[config.mk]
export PLATFORM = sky130hd
export DESIGN_NAME = rx_buffer_flat
export DESIGN_NICKNAME = d
export VERILOG_FILES = /design/src/rtl/rx_pkg.sv /design/src/rtl/rx_buffer_if.sv /design/src/rtl/rx_buffer.sv /design/src/flat_wrapper.sv
export SDC_FILE = /design/constraint.sdc
export NUM_CORES = 1
export LEC_CHECK = 0
export CAP_MARGIN = 0
export CELL_PAD_IN_SITES_DETAIL_PLACEMENT = 1
export CELL_PAD_IN_SITES_GLOBAL_PLACEMENT = 1
export CORE_MARGIN = 8
export CORE_UTILIZATION = 25
export DETAILED_ROUTE_END_ITERATION = 10
export PLACE_DENSITY = 0.57
export RECOVER_POWER = 25
export SLEW_MARGIN = 25
export SYNTH_ARGS = -nofsm -noshare
export SYNTH_HDL_FRONTEND = slang
export SYNTH_SLANG_ARGS = --single-unit
export TNS_END_PERCENT = 50
[constraint.sdc]
create_clock -name clk -period 3.4 [get_ports clk]
set_clock_uncertainty 0.1 [all_clocks]
set_input_delay 0.68 -clock clk [delete_from_list [all_inputs] [get_ports clk]]
set_output_delay 0.68 -clock clk [all_outputs]
set_load 0.02 [all_outputs]
[src/rtl/rx_pkg.sv]
// Shared defaults and types for the receive buffer.
package rx_pkg;
   localparam int DW_DEF    = 8;
   localparam int DEPTH_DEF = 8;

   typedef logic [DW_DEF-1:0] data_t;
endpackage

[src/rtl/rx_buffer_if.sv]
// Upstream request/grant handshake carried into the receive buffer.
interface rx_buffer_if #(parameter int DW = rx_pkg::DW_DEF);
   logic          req;
   logic [DW-1:0] data;
   logic          gnt;

   modport master (output req, output data, input  gnt);
   modport slave  (input  req, input  data, output gnt);
endinterface

[src/rtl/rx_buffer.sv]
// Single-clock FIFO receive buffer: request/grant upstream, valid/ready downstream,
// plus a saturating count of cycles the upstream spent waiting for grant.
module rx_buffer
   import rx_pkg::*;
#(
   parameter int DW    = DW_DEF,
   parameter int DEPTH = DEPTH_DEF
) (
   input  logic                       clk,
   input  logic                       rst,
   rx_buffer_if.slave                 up,
   output logic                       out_valid,
   output logic [DW-1:0]              out_data,
   input  logic                       out_ready,
   output logic [$clog2(DEPTH):0]     count,
   output logic [7:0]                 stall_cnt
);
   localparam int AW = $clog2(DEPTH);
   localparam int CW = AW + 1;

   logic [DW-1:0] r_mem [DEPTH];
   logic [AW-1:0] r_wr_ptr;
   logic [AW-1:0] r_rd_ptr;
   logic [CW-1:0] r_count;
   logic [7:0]    r_stall_cnt;

   logic w_full;
   logic w_push;
   logic w_pop;
   logic w_stall;

   // Grant and valid come only from registered occupancy, never from req/ready.
   assign w_full    = (r_count == CW'(DEPTH));
   assign up.gnt    = ~w_full;
   assign out_valid = (r_count != '0);
   assign out_data  = r_mem[r_rd_ptr];

   assign w_push  = up.req & ~w_full;
   assign w_pop   = out_valid & out_ready;
   assign w_stall = up.req & w_full;

   assign count     = r_count;
   assign stall_cnt = r_stall_cnt;

   // Storage is not reset; reset only discards it by clearing occupancy.
   always_ff @(posedge clk) begin
      if (w_push) r_mem[r_wr_ptr] <= up.data;
   end

   always_ff @(posedge clk or negedge rst) begin
      if (!rst) begin
         r_wr_ptr    <= '0;
         r_rd_ptr    <= '0;
         r_count     <= '0;
         r_stall_cnt <= '0;
      end else begin
         if (w_push) r_wr_ptr <= r_wr_ptr + AW'(1);
         if (w_pop)  r_rd_ptr <= r_rd_ptr + AW'(1);
         case ({w_push, w_pop})
            2'b10:   r_count <= r_count + CW'(1);
            2'b01:   r_count <= r_count - CW'(1);
            default: r_count <= r_count;
         endcase
         if (w_stall && r_stall_cnt != 8'hFF) r_stall_cnt <= r_stall_cnt + 8'd1;
      end
   end
endmodule
[src/flat_wrapper.sv]
// flat-port wrapper written by rule: the top's interface ports become plain ports
module rx_buffer_flat import rx_pkg::*;
#(
   parameter int DW    = DW_DEF,
   parameter int DEPTH = DEPTH_DEF
)
  (clk, rst, out_valid, out_data, out_ready, count, stall_cnt, up_req, up_data, up_gnt);
  rx_buffer_if #(.DW(DW)) up_i ();
  input  logic clk;
  input  logic rst;
  output logic out_valid;
  output logic [DW-1:0] out_data;
  input  logic out_ready;
  output logic [$clog2(DEPTH):0] count;
  output logic [7:0] stall_cnt;
  input wire logic [$bits(up_i.req)-1:0] up_req;
  input wire logic [$bits(up_i.data)-1:0] up_data;
  output wire logic [$bits(up_i.gnt)-1:0] up_gnt;
  assign up_i.req = up_req;
  assign up_i.data = up_data;
  assign up_gnt = up_i.gnt;
  rx_buffer #(.DW(DW), .DEPTH(DEPTH)) u_core (.clk(clk), .rst(rst), .up(up_i), .out_valid(out_valid), .out_data(out_data), .out_ready(out_ready), .count(count), .stall_cnt(stall_cnt));
endmodule
Word-level counts from Yosys, hierarchy flattened --
Memories as Yosys holds them, arrays and structs flattened. Cells that the tools add are included.
Word-level totals: register bits after elaboration 18, bits in writable memories 64, logic and storage cells 24, memories 1
Memories:
- u_core.r_mem | words 8, bits a word 8, read ports 1, clocked after Yosys merged registers in 0, write ports 1, line rx_buffer.sv:21 | logic [DW-1:0] r_mem [DEPTH];
Cells by class: $add $sub $neg 5, eq/ne operators 4, muxes and demuxes 3, bitwise logic cells 4, reductions and logical operators 3
Operator list (number):
- $add 8x1->8 const B | 1
- $ne 8x8->1 const B | 1
- $pmux 4 s2 | 1
- $add 3x1->3 const B | 2
- $add 4x1->4 const B | 1
- $eq 4x4->1 const B | 1
- $reduce_bool 4->1 | 1
- $sub 4x1->4 const B | 1
- $and 1x1->1 | 3
- $eq 2x1->1 const B | 1
- $eq 2x2->1 const B | 1
- $mux 1 | 2
- $reduce_bool 2->1 | 1
- $logic_and 1x1->1 | 1
- $not 1->1 | 1

Longest topological paths before layout --
depth after elaboration 5, depth in mapped cells 10, gate-level depth less buffers 10

Worst setup path after synthesis --
No wires, ideal clock.
kind register -> register, start point register u_core.r_count[1], in the netlist u_core.count[1], end point register u_core.r_count[2], in the netlist u_core.count[2], arrival time 2.524 ns, data required time 3.162 ns, setup slack 0.638 ns, stages on the path, launching flop included 11, buffers on the path 0, cell sequence dfrtp_1 or4_1 nand2_1 inv_1 ha_1 xor2_1 ha_1 a21oi_1 xor2_1 nor2_1 xor2_1
On the way: elaborated cells on any way between the ends 11, classes of those cells add/sub: 2; eq/ne: 3; mux: 1; bitwise: 3; reduce/logical: 2
RTL lines:
- from (decl) | line rx_buffer.sv:24 | logic [CW-1:0] r_count;
- from (signal assigned) | line rx_buffer.sv:60 | 2'b10: r_count <= r_count + CW'(1);
- from (signal assigned) | line rx_buffer.sv:61 | 2'b01: r_count <= r_count - CW'(1);
- from (signal assigned) | line rx_buffer.sv:62 | default: r_count <= r_count;
- $reduce_bool 4->1 * | line rx_buffer.sv:35 | assign out_valid = (r_count != '0);
- via out_valid | line flat_wrapper.sv:11 | output logic out_valid;
- $and 1x1->1 * | line rx_buffer.sv:39 | assign w_pop = out_valid & out_ready;
- via u_core.w_pop | line rx_buffer.sv:29 | logic w_pop;
- $eq 2x1->1 / $eq 2x2->1 (equally long branches) | line rx_buffer.sv:59 | case ({w_push, w_pop})
- $pmux 4 s2 / $reduce_bool 2->1 (equally long branches)
Mark *: on every way through the listed nets, which the timed path passes. The rest lies on a longest branch. A chain may end at the register's enable or synchronous reset.

Final worst setup path --
start point register u_core.r_rd_ptr[1], end point output out_data[3]
On the way: longest elaborated chain between the ends 1
Ends and longest elaborated chain:
- from (decl) | line rx_buffer.sv:23 | logic [AW-1:0] r_rd_ptr;
- from (signal assigned) | line rx_buffer.sv:58 | if (w_pop) r_rd_ptr <= r_rd_ptr + AW'(1);
- $mem_v2 8x8
- to (decl) | line flat_wrapper.sv:12 | output logic [DW-1:0] out_data;
No other way between the ends.

==> impl_results.md <==
- Post-synth EDFFs: 64
- Critical-path top delay cell: dfrtp_1
- Peak supply drop: about 0.32 mV
- Worst path required time: 2.62 ns
- First-pass GRT wire length: 11400 um
- Die height: ~130 um
- DRT iter0 DRCs: 79
- Unique masters post-synth: 31
- Final ANT Viol Nets: 0
- Grt ovf: 0
- Root buffer cell: clkbuf_16
- Min cycle time layout: between 3 and 4 ns
- Slowest stage delay, CP: 0.90 ns
- FILL cells: 1386
- Post-CTS Setup Bufs: 0
- CTS tree: built
- Tightest Pin Transition: approximately 0.87 ns
- RD Place Congestion: roughly 0.75
- Vias: 1774
- Syn Area/Cell: around 18 um2
- Crit path arrival time: about 2.5 ns
- Kind of critical path: reg -> out
- RSZ-0062 raised after global routing: no
- Clock transition at path regs: about 0.060 ns
- Setup TNS: 0 ns
- Endpoints failing setup: 0
- Final net count: roughly 250
- Post-Synth Simple-Gate Area: under 10%
- Multi-input logic area: a little under 1000 um2
- Fmax: 0.306 GHz
- Mux share of post-synthesis cell area: between 10% and 20%
- Hold-fix buffers at CTS: 0
- Synth-to-Final Area Change: 26.9%
- Rows: 42
- Post_cts resized: 0
- IO Pins: 34
- Synth Area in XOR/XNOR: under 10%
- Max Buffers Root-to-Sink: 2
- CTS sink count: 82
- Share of cells above drive strength 1: 23.8%
- Status: completed
- Fin. Hold Viols: 0
- Worst Setup End Kind: output port
- Avg WL per Cell: about 17 um
- DR DRC count: 0
- TritonCTS buffer count: 9
- Worst-path cell chain: mux4_2 -> mux2_2 -> clkdlybuf4s50_1
- Synth Net Count: approximately 200
- Gr usage total: under 10%
- Initial antenna violation count: 1
- IO Port Bufs: 33
- Via density: between 4 and 5
- Core outline area: 13200 um2
- Post-detail-place hpwl: 4620 um
- Startpoint Class: register
- Top FF cell, synth: edfxtp_1
- Hold Crit Class: reg -> reg
- H-tree depth: 3
- Leakage: roughly 1.5 nW
- Main combinational cell family by area after synthesis: multiplexers
- Crit path max-delay family: flip-flops
- Slew Limit Headroom: about 42%
- Compound-Gate Fraction of Synth Area: less than 1%
- Tcrit/Tclk final: 96.1%
- Mapped Cells: approximately 190
- Yosys warns: 0
- Seq cells post-synth: 82
- Slew Limit Fails: 0
- PwrDens: around 860 nW/um2
- Maxcap violations: 0
- TritonRoute pass-1 iters: 4
- Hold_ws: 0.420 ns
- Ys async rst share: 22.0%
- Total wire length: between 7000 and 8000 um
- Worst-skew pair later-pin latency: ~0.33 ns
- Adder-cell area share of the yosys netlist: 2.22%
- Diode count: 0
- Die Width: about 130 um
- Largest net degree at the start of global routing: 19
- Seq/Total Area, Yosys: 70.2%
- Synth Cell Area: 3380 um2
- Vias in the first global route: roughly 2100
- Critical path peak fanout: 18
- Die area: 17500 um2
- Register Area: roughly 2400 um2
- Crit path buffers/inverters: 1
- Initial Util: 25.5%
-- state kept, by name, indices dropped and copies added, names as in the netlist --
signal            flops
u_core.count          4
u_core.r_mem         64
u_core.r_rd_ptr       3
u_core.r_wr_ptr       3
u_core.stall_cnt      8
-- final cells by class --
class                           count  area share, %
Clock buffer                       11           5.43
Clock inverter                      5           1.49
Inverter                            3          0.263
Multi-Input combinational cell     95           22.6
Sequential cell                    82           55.3
Tap cell                          176           5.13
Timing Repair Buffer               43           9.74
-- worst register-to-register path, stage by stage, from the launching register on --
cell     delay, ns
dfrtp_1       0.49
or4_1         0.63
nand2_1       0.17
inv_1         0.08
ha_1          0.27
xor2_1        0.17
ha_1          0.19
a21oi_1       0.16
xor2_1        0.16
nor2_1        0.06
xor2_1        0.14
-- power breakdown --
| part | internal [mW] | leakage [nW] | total, mW | switching [mW] |
|---|---|---|---|---|
| registers | 1.28 | 0.802 | 1.49 | 0.209 |
| logic | 0.683 | 0.532 | 1.24 | 0.559 |
| clock network | 0.574 | 0.140 | 0.965 | 0.390 |
-- cells by family after synthesis --
logic type | after synthesis
buffers and inverters | 8
xor gates and xnor gates | 12
DFF | 82
AOI/OAI and AO/OA | 5
and+or+nand+nor | 42
adders and majority gates | 6
muxes | 30
-- synth_stat cells (2+ instances only) --
cell	n	share of area [%]
xor2_1	5	1.3
xnor2_1	7	1.8
and4_1	2	0.52
nand3_1	7	1.0
nor4_1	2	0.37
ha_1	6	2.2
buf_1	2	0.22
edfxtp_1	64	57
nand2_1	9	1.0
mux2_2	13	4.3
inv_1	2	0.22
nand2b_1	4	0.74
a21oi_1	2	0.30
nor3_1	5	0.74
mux4_2	16	11
dfrtp_1	18	13
nor2_1	7	0.78
-- cell usage in the layout (no fill, tap or decap), drive strengths merged, types with 4 or more instances in the layout --
| cell | netlist | final |
|---|---|---|
| xor2 | 5 | 5 |
| nor2 | 7 | 7 |
| dlygate4sd3 | 0 | 6 |
| mux2 | 14 | 14 |
| nand3 | 7 | 7 |
| clkdlybuf4s50 | 0 | 27 |
| nand2b | 4 | 4 |
| nor3 | 6 | 6 |
| buf | 4 | 10 |
| clkbuf | 1 | 11 |
| mux4 | 16 | 16 |
| edfxtp | 64 | 64 |
| ha | 6 | 6 |
| xnor2 | 7 | 7 |
| dfrtp | 18 | 18 |
| inv | 3 | 4 |
| nand2 | 9 | 9 |
-- through the flow --
stage	worst slack, ns	power [mW]	cell area (um2)	util, %	cells
finish	0.132	3.70	4290	32.4	415
CTS	0.0614	3.78	4290	32.4	415
floorplan	0.638	2.26	3380	-	185
global placement	0.488	2.76	3990	30.1	399
global route	0.00159	3.92	4290	32.4	415
detailed placement	0.438	2.80	3990	30.1	399
-- metal layers --
layer | routed length, um | vias up | GRT usage, %
met1 | 3170 | 896 | 9.80
met5 | 16 | - | 0
li1 | - | 824 | -
met3 | 418 | 16 | 4.12
met4 | 114 | 2 | 3.41
met2 | 3340 | 36 | 14.1
-- worst paths after layout --
| kind | slack [ns] | endpoint | from | cells past startpoint |
|---|---|---|---|---|
| min in group asynchronous | 0.74 | u_core.stall_cnt[7] | rst | 1 |
| max | 0.13 | out_data[3] | u_core.r_rd_ptr[1] | 3 |
| min | 0.42 | u_core.count[3] | u_core.count[3] | 1 |
| max reg2reg | 0.65 | u_core.count[2] | u_core.count[1] | 10 |
| min reg2reg | 0.42 | u_core.count[3] | u_core.count[3] | 1 |
| max in group asynchronous | 1.93 | u_core.r_wr_ptr[2] | rst | 1 |
Power figures use the tool's default switching activity.
